==> src/rtl/weight_tile_fifo.sv <==
// weight_tile_fifo: buffers whole weight tiles between the weight loader and the PE array.
// Latency: a committed tile is readable the cycle after its last row beat is accepted.
// Backpressure: wr_ready drops while all slots are committed; rd_valid only for whole tiles.
//
// Ports:
//   clk, rstn       clock, asynchronous active-low reset
//   flush           synchronous clear (present only with WEIGHT_TILE_FIFO_FLUSH_EN defined)
//   wr_valid/ready  row-beat handshake; wr_row_data is one PE row, wr_row_idx is the row it fills
//   rd_valid/ready  whole-tile handshake; rd_data is the head tile (zeros when empty)
//   count           committed tiles held; almost_full = count >= AF_THRESH
//
// Optional feature macro: WEIGHT_TILE_FIFO_FLUSH_EN (adds the flush input).
module weight_tile_fifo #(
  parameter int WEIGHT_BW   = 8,
  parameter int NUM_PE_ROWS = 8,
  parameter int MATRIX_SIZE = 8,
  parameter int FIFO_DEPTH  = 4,
  parameter int AF_THRESH   = FIFO_DEPTH - 1
) (
  input  logic                                         clk,
  input  logic                                         rstn,
`ifdef WEIGHT_TILE_FIFO_FLUSH_EN
  input  logic                                         flush,
`endif
  input  logic                                         wr_valid,
  output logic                                         wr_ready,
  input  logic [WEIGHT_BW*MATRIX_SIZE-1:0]             wr_row_data,
  output logic [$clog2(NUM_PE_ROWS)-1:0]               wr_row_idx,
  output logic                                         rd_valid,
  input  logic                                         rd_ready,
  output logic [WEIGHT_BW*NUM_PE_ROWS*MATRIX_SIZE-1:0] rd_data,
  output logic [$clog2(FIFO_DEPTH):0]                  count,
  output logic                                         almost_full
);

  localparam int ROW_W = WEIGHT_BW * MATRIX_SIZE;
  localparam int RIW   = $clog2(NUM_PE_ROWS);
  localparam int PW    = $clog2(FIFO_DEPTH);
  localparam int CW    = PW + 1;

  localparam logic [RIW-1:0] LAST_ROW = RIW'(NUM_PE_ROWS - 1);
  localparam logic [CW-1:0]  FULL_CNT = CW'(FIFO_DEPTH);
  localparam logic [CW-1:0]  AF_CNT   = CW'(AF_THRESH);

  // Each slot is a packed array of rows so a beat writes exactly one row,
  // and the flattened slot already has row r at bits [r*ROW_W +: ROW_W].
  logic [NUM_PE_ROWS-1:0][ROW_W-1:0] mem [FIFO_DEPTH];

  logic [PW-1:0] wr_ptr;
  logic [PW-1:0] rd_ptr;
  logic          flush_i;
  logic          wr_fire;
  logic          commit;
  logic          pop;

`ifdef WEIGHT_TILE_FIFO_FLUSH_EN
  assign flush_i = flush;
`else
  assign flush_i = 1'b0;
`endif

  // Status depends on count alone, so no input-to-output combinational path exists.
  assign wr_ready    = (count < FULL_CNT);
  assign rd_valid    = (count != '0);
  assign almost_full = (count >= AF_CNT);

  assign wr_fire = wr_valid && wr_ready;
  assign commit  = wr_fire && (wr_row_idx == LAST_ROW);
  assign pop     = rd_valid && rd_ready;

  // Only committed slots are ever shown; the slot being assembled is never rd_ptr
  // while count is nonzero... unless full, in which case no beat is accepted.
  assign rd_data = rd_valid ? mem[rd_ptr] : '0;

  always_ff @(posedge clk or negedge rstn) begin
    if (!rstn) begin
      wr_ptr     <= '0;
      rd_ptr     <= '0;
      count      <= '0;
      wr_row_idx <= '0;
    end else if (flush_i) begin
      wr_ptr     <= '0;
      rd_ptr     <= '0;
      count      <= '0;
      wr_row_idx <= '0;
    end else begin
      if (wr_fire) begin
        wr_row_idx <= commit ? '0 : wr_row_idx + 1'b1;
      end
      if (commit) begin
        wr_ptr <= wr_ptr + 1'b1;
      end
      if (pop) begin
        rd_ptr <= rd_ptr + 1'b1;
      end
      // Single counter: simultaneous commit and pop cancel out.
      case ({commit, pop})
        2'b10:   count <= count + 1'b1;
        2'b01:   count <= count - 1'b1;
        default: count <= count;
      endcase
    end
  end

  // Storage carries no reset; stale contents are unreachable through count.
  always_ff @(posedge clk) begin
    if (wr_fire && !flush_i) begin
      mem[wr_ptr][wr_row_idx] <= wr_row_data;
    end
  end

endmodule

==> config.mk <==
export PLATFORM = sky130hd
export DESIGN_NAME = weight_tile_fifo
export DESIGN_NICKNAME = d
export VERILOG_FILES = /design/src/rtl/weight_tile_fifo.sv
export SDC_FILE = /design/constraint.sdc
export NUM_CORES = 2
export LEC_CHECK = 0
export BUFFER_PORTS_ARGS = -buffer_cell sky130_fd_sc_hd__buf_2
export CAP_MARGIN = 5
export CORE_ASPECT_RATIO = 1.25
export CORE_UTILIZATION = 60
export CTS_CLUSTER_SIZE = 30
export DETAILED_ROUTE_END_ITERATION = 12
export PLACE_DENSITY_LB_ADDON = 0.05
export SYNTH_ARGS = -nofsm -noshare
export SYNTH_HDL_FRONTEND = slang
export SYNTH_SLANG_ARGS = --single-unit
==> constraint.sdc <==
create_clock -name clk -period 4 [get_ports clk]
set_input_delay 0.2 -clock clk [delete_from_list [all_inputs] [get_ports clk]]
set_output_delay 0.2 -clock clk [all_outputs]
set_load 0.005 [all_outputs]
# Word level (Yosys, flattened, before mapping)
# Memories as Yosys holds them, arrays and structs flattened.
# Cells that the tools add are included.
dict set report totals {
  ram_bits 2048
  elab_cells 30
  inputBits 68
  register_bits 10
  output_inout_bits 521
  mem_count 1
}
dict set report classes {
  n_eq_ne 3
  n_reduce_logical 6
  mux 7
  magnitude_cmp 4
  addsub 5
}
# name words word_bits rd rd_clocked_by_memory_dff wr line_no
set mem_list {}
lappend mem_list {mem 4 512 1 0 1 47} ;# logic [NUM_PE_ROWS-1:0][ROW_W-1:0] mem [FIFO_DEPTH];
# operator n
set ops {}
lappend ops {{$mux W512} 2}
lappend ops {{$demux W64 S3} 1}
lappend ops {{$mux W64} 1}
lappend ops {{$add A3 B1 Y3 const B} 2}
lappend ops {{$pmux W3 S2} 1}
lappend ops {{$add A2 B1 Y2 const B} 2}
lappend ops {{$logic_and A1 B1 Y1} 4}
lappend ops {{$lt A3 B4 Y1 const B} 1}
lappend ops {{$eq A3 B3 Y1 const B} 1}
lappend ops {{$ge A3 B1 Y1 const B} 1}
lappend ops {{$ge A3 B2 Y1 const B} 1}
lappend ops {{$lt A3 B3 Y1 const B} 1}
lappend ops {{$mux W3} 1}
lappend ops {{$reduce_bool A3 Y1} 1}
lappend ops {{$sub A3 B1 Y3 const B} 1}
lappend ops {{$eq A2 B1 Y1 const B} 1}
lappend ops {{$eq A2 B2 Y1 const B} 1}
lappend ops {{$reduce_bool A2 Y1} 1}
lappend ops {{$mux W1} 1}

# Logic depth before layout (Yosys ltp)
dict set report logic_depth {
  ltp_word 5
  depth_mapped 9
  mapped_depth_nobuf 9
}

# Least setup slack after synthesis
# OpenSTA, ideal clock, no wires.
dict set report synth_timing {
  kind {reg-to-reg}
  startpoint {register wr_row_idx[0]}
  endpoint {memory mem[0][128] (netlist name) (enable)}
  setup_ps 429
  path_stages_with_launch 4
  period_less_slack_ps 3048
  arrival_time_ps 2619
  required_time_ps 3571
  n_path_buf 0
  path_slack_ps 952
  cell_sequence {dfrtp_1 -> or3b_2 -> nor2_1 -> and2_1}
}
dict set report synth_via {
  elab_chain_len 5
  elab_cells_between_ends 6
  cone_classes {order compare (2); mux (3); reduce/logical (1)}
}
# element line_no
set synth_lines {}
lappend synth_lines {{start, declared} 28} ;# output logic [$clog2(NUM_PE_ROWS)-1:0] wr_row_idx,
lappend synth_lines {{start signal, assigned} 88} ;# wr_row_idx <= commit ? '0 : wr_row_idx + 1'b1;
lappend synth_lines {{$lt A3 B4 Y1 (not written as such) or $ge A3 B1 Y1 (tied branches)} 108} ;# mem[wr_ptr][wr_row_idx] <= wr_row_data;
lappend synth_lines {{$logic_and A1 B1 Y1 (not written as such)} 108}
lappend synth_lines {{$mux W64 (not written as such)} 108}
lappend synth_lines {{$demux W64 S3 *} 108}
lappend synth_lines {{$mux W512 (not written as such) *} 108}
lappend synth_lines {{end, declared} 47}
# Every way passes the cells marked *; elsewhere a longest branch is shown, timed or not.

# Worst setup path in the final report
dict set report layout_timing {
  startpoint {register count[2]}
  endpoint {output port rd_data[272]}
}
dict set report layout_via {
  elab_chain_len 2
}
# element line_no
set layout_lines {}
lappend layout_lines {{start, declared} 32} ;# output logic [$clog2(FIFO_DEPTH):0] count,
lappend layout_lines {{start signal, assigned} 98} ;# 2'b10: count <= count + 1'b1;
lappend layout_lines {{start signal, assigned} 99} ;# 2'b01: count <= count - 1'b1;
lappend layout_lines {{start signal, assigned} 100} ;# default: count <= count;
lappend layout_lines {{$reduce_bool A3 Y1} 64} ;# assign rd_valid = (count != '0);
lappend layout_lines {{$mux W512} 73} ;# assign rd_data = rd_valid ? mem[rd_ptr] : '0;
lappend layout_lines {{end, declared} 31} ;# output logic [WEIGHT_BW*NUM_PE_ROWS*MATRIX_SIZE-1:0] rd_data,
# No other way between the ends.

==> impl_metrics.yaml <==
clock_network:
  clock_slew_seen_by_the_registers_of_the_worst_setup_and_hold_paths_ns: 0.06
  cts_root_buffer: "clkbuf_16"
  insertion_delay_ns: 0.81
  cts_num_sinks: 2058
  cts-resized-gates: 0
  h-tree-depth: 4
  total_cts_buffers: 187
  cts_buffer_depth: 3
  cts_tree: "yes"
  cts_setup_buffers: 0
synthesis:
  synth_seq_area_share: 0.790
  synth.avg_cell_area_sq_um: 23.4
  library_cell_with_the_largest_summed_area_after_synthesis: "edfxtp_1"
  post_synth_inst_count: 3336
  synth.ff_latch_count: 2058
  synthTopCellsByArea: "edfxtp_1 79%, mux4_2 15%, and2_1 4.4%"
  asyncSetResetFlopFracSynth: 0.00486
  synth_top_cells_by_count: "2048 x edfxtp_1, 545 x and2_1, 512 x mux4_2, 60 x clkbuf_1, 59 x buf_2"
  postSynth.topFlopCell: "edfxtp_1"
  synth_fp_nets: 3412
  synth_warnings: 0
  netlist.area_leader.share: 0.787
  yosys.cell_types.count: 26
  synthesis.area_sq_um: 78100
  synthMostInstantiatedCell: "edfxtp_1"
  edff_count_synth: 2048
floorplanning:
  start_util: 0.607
  die_height_um: 405
  boundaryPins: 589
  floorplan.die.width_um: 325
  fp.coreArea_sq_um: 129000
  placement_rows: 147
  die_footprint_sq_um: 132000
layout:
  fin_area_sq_um: 89900
  fillCellCount: 7880
  design.final.nets: 4152
  final_core_utilization: 0.698
  final_layout_size_suffix_gt1_frac: 0.345
  flow.area_growth_from_synthesis_pct: 15.0
route:
  drt_drc_violations_left: 0
  first_pass_iters: 5
  post_drt_wl_per_cell_um: 32.1
  wirelength_um: 191000
  route.vias.total: 37223
  dr.first_iter.drc_count: 3969
  drtAntennaViolNets: 0
  detail_route.vias_per_cell: 6.26
grt:
  global_route_wire_length_before_repair_um: 275000
  first_global_vias: 38602
  initial_antenna_violation_count: 18
  grt.total_usage: 0.295
  gr_overflow_total: 0
  grt_max_degree: 185
timing:
  maxSlewViolCount: 0
  finalSetupViolations: 0
  timing.final.crit_period_ns: 3.39
  fmax_mhz: 295
  hold_viol_final: 0
  post-route-period-util: 0.846
  worstMarginPinSlew_ns: 1.34
  fin_setup_tns_ns: 0
  fin_worst_skew_ns: 0.0256
  grt_setup_unrepaired: "no"
  worst_slew_margin_rel: 0.110
worst_setup_path:
  critPathKind: "register to output port"
  setup.reg_to_reg.worst_slack_ns: 1.01
  arrival_ns: 3.19
  critPathRequiredTime_ns: 3.80
  timing.critical_path.fanout_max: 184
  timing.critical_path.from_type: "register"
  timing.critical_path.to_type: "output port"
worst_hold_path:
  hp-class: "input port to register"
power_and_ir_drop:
  p_per_area_nw_per_um2: 682
  power.ir.vdd_worst_v: 0.000566
  p_leak_nw: 29.5
status:
  status: "complete, no violations"
placement:
  routabilityCongestion: 0.793
  count_of_input_and_output_buffers: 588
  place_area_sq_um: 83300
  dp_hpwl_um: 112000
job:
  maxCapViolations: 0
[cells in the final DEF, fill, tap and decap left out, drive strengths merged, types with 2 or more instances in the layout]
cell type	Yosys	layout
nand2	7	7
clkbuf	60	240
nand2b	2	2
dfrtp	10	10
ha	7	7
inv	6	14
bufinv	0	16
nand3b	2	2
and2	545	545
nor2	7	7
xor2	2	2
xnor2	4	4
dlygate4sd3	0	68
mux4	512	512
buf	111	654
nor4	2	2
diode	0	3
edfxtp	2048	2048
clkinv	0	77
or3b	2	2
clkinvlp	0	3
[layout make-up]
type	count	area [sq um]	area share
Clock inverter	104	916	0.0102
Antenna cell	3	7.51	0.0000835
Tap cell	1713	2140	0.0238
Sequential cell	2058	61800	0.687
Clock buffer	240	5020	0.0559
Timing Repair Buffer	722	4660	0.0518
Multi-Input combinational cell	1101	15400	0.171
Inverter	6	22.5	0.000251
[stage by stage]
step | cells | setup slack [ns] | hold slack, ns | total power, W
6_report | 5947 | 0.614 | 0.253 | 0.0613
5_1_grt | 5944 | 0.418 | 0.253 | 0.0634
4_1_cts | 5944 | 0.508 | 0.183 | 0.0617
3_5_place_dp | 5532 | 1.09 | 0.114 | 0.0444
3_3_place_gp | 5532 | 1.18 | 0.114 | 0.0442
2_1_floorplan | 3336 | 0.952 | -0.0956 | 0.0362
[logic make-up after synthesis]
family	Yosys count	share of synthesized area
flops	2058	0.790
simple gates	571	0.0453
mux	514	0.148
buf+inv	177	0.0144
fa+ha+maj	8	0.00138
xor+xnor	6	0.000672
compound gates	2	0.000160
[registers in the layout (all words and copies together), names as in the netlist]
register and cells:
wr_row_idx 3, count 3, mem 2048, rd_ptr 2, wr_ptr 2
[metal layers]
metal	track usage	up-vias	part of all wire	wire length (um)
met5	0	-	0.00014	27
met4	0.0795	4	0.023	4400
met3	0.0627	240	0.086	16400
met2	0.477	1850	0.50	95100
met1	0.417	19929	0.39	75300
li1	-	15200	-	-
[timing repair]
item,4_1_cts,5_1_grt
hold buffers,68,0
hold endpoints to repair,2066,0
setup endpoints to repair,0,0
[worst max-delay path: stages (launching register included)]
cell     delay, ns
dfrtp_1       0.57
or3_4         0.59
buf_12        0.40
and2_1        0.35
buf_2         0.15
[where the power goes]
part | internal, W | switching (W) | leakage [nW]
logic | 0.00910 | 0.00996 | 8.00
clock network | 0.00988 | 0.00756 | 2.91
registers | 0.0244 | 0.000348 | 18.5
[final timing paths]
check                                           start                    end  cells past startpoint
worst max-delay path             count[2]$_DFFE_PN0P_           rd_data[272]                      4
worst min-delay path                         rd_ready  rd_ptr[1]$_DFFE_PN0P_                      4
worst max register to register   count[2]$_DFFE_PN0P_  mem[0][330]$_DFFE_PP_                      4
worst min register to register  wr_ptr[0]$_DFFE_PN0P_  wr_ptr[0]$_DFFE_PN0P_                      1
max in group asynchronous                        rstn  rd_ptr[1]$_DFFE_PN0P_                      3
min in group asynchronous                        rstn  rd_ptr[0]$_DFFE_PN0P_                      3
Note: power is estimated with default switching activity, not from simulation.
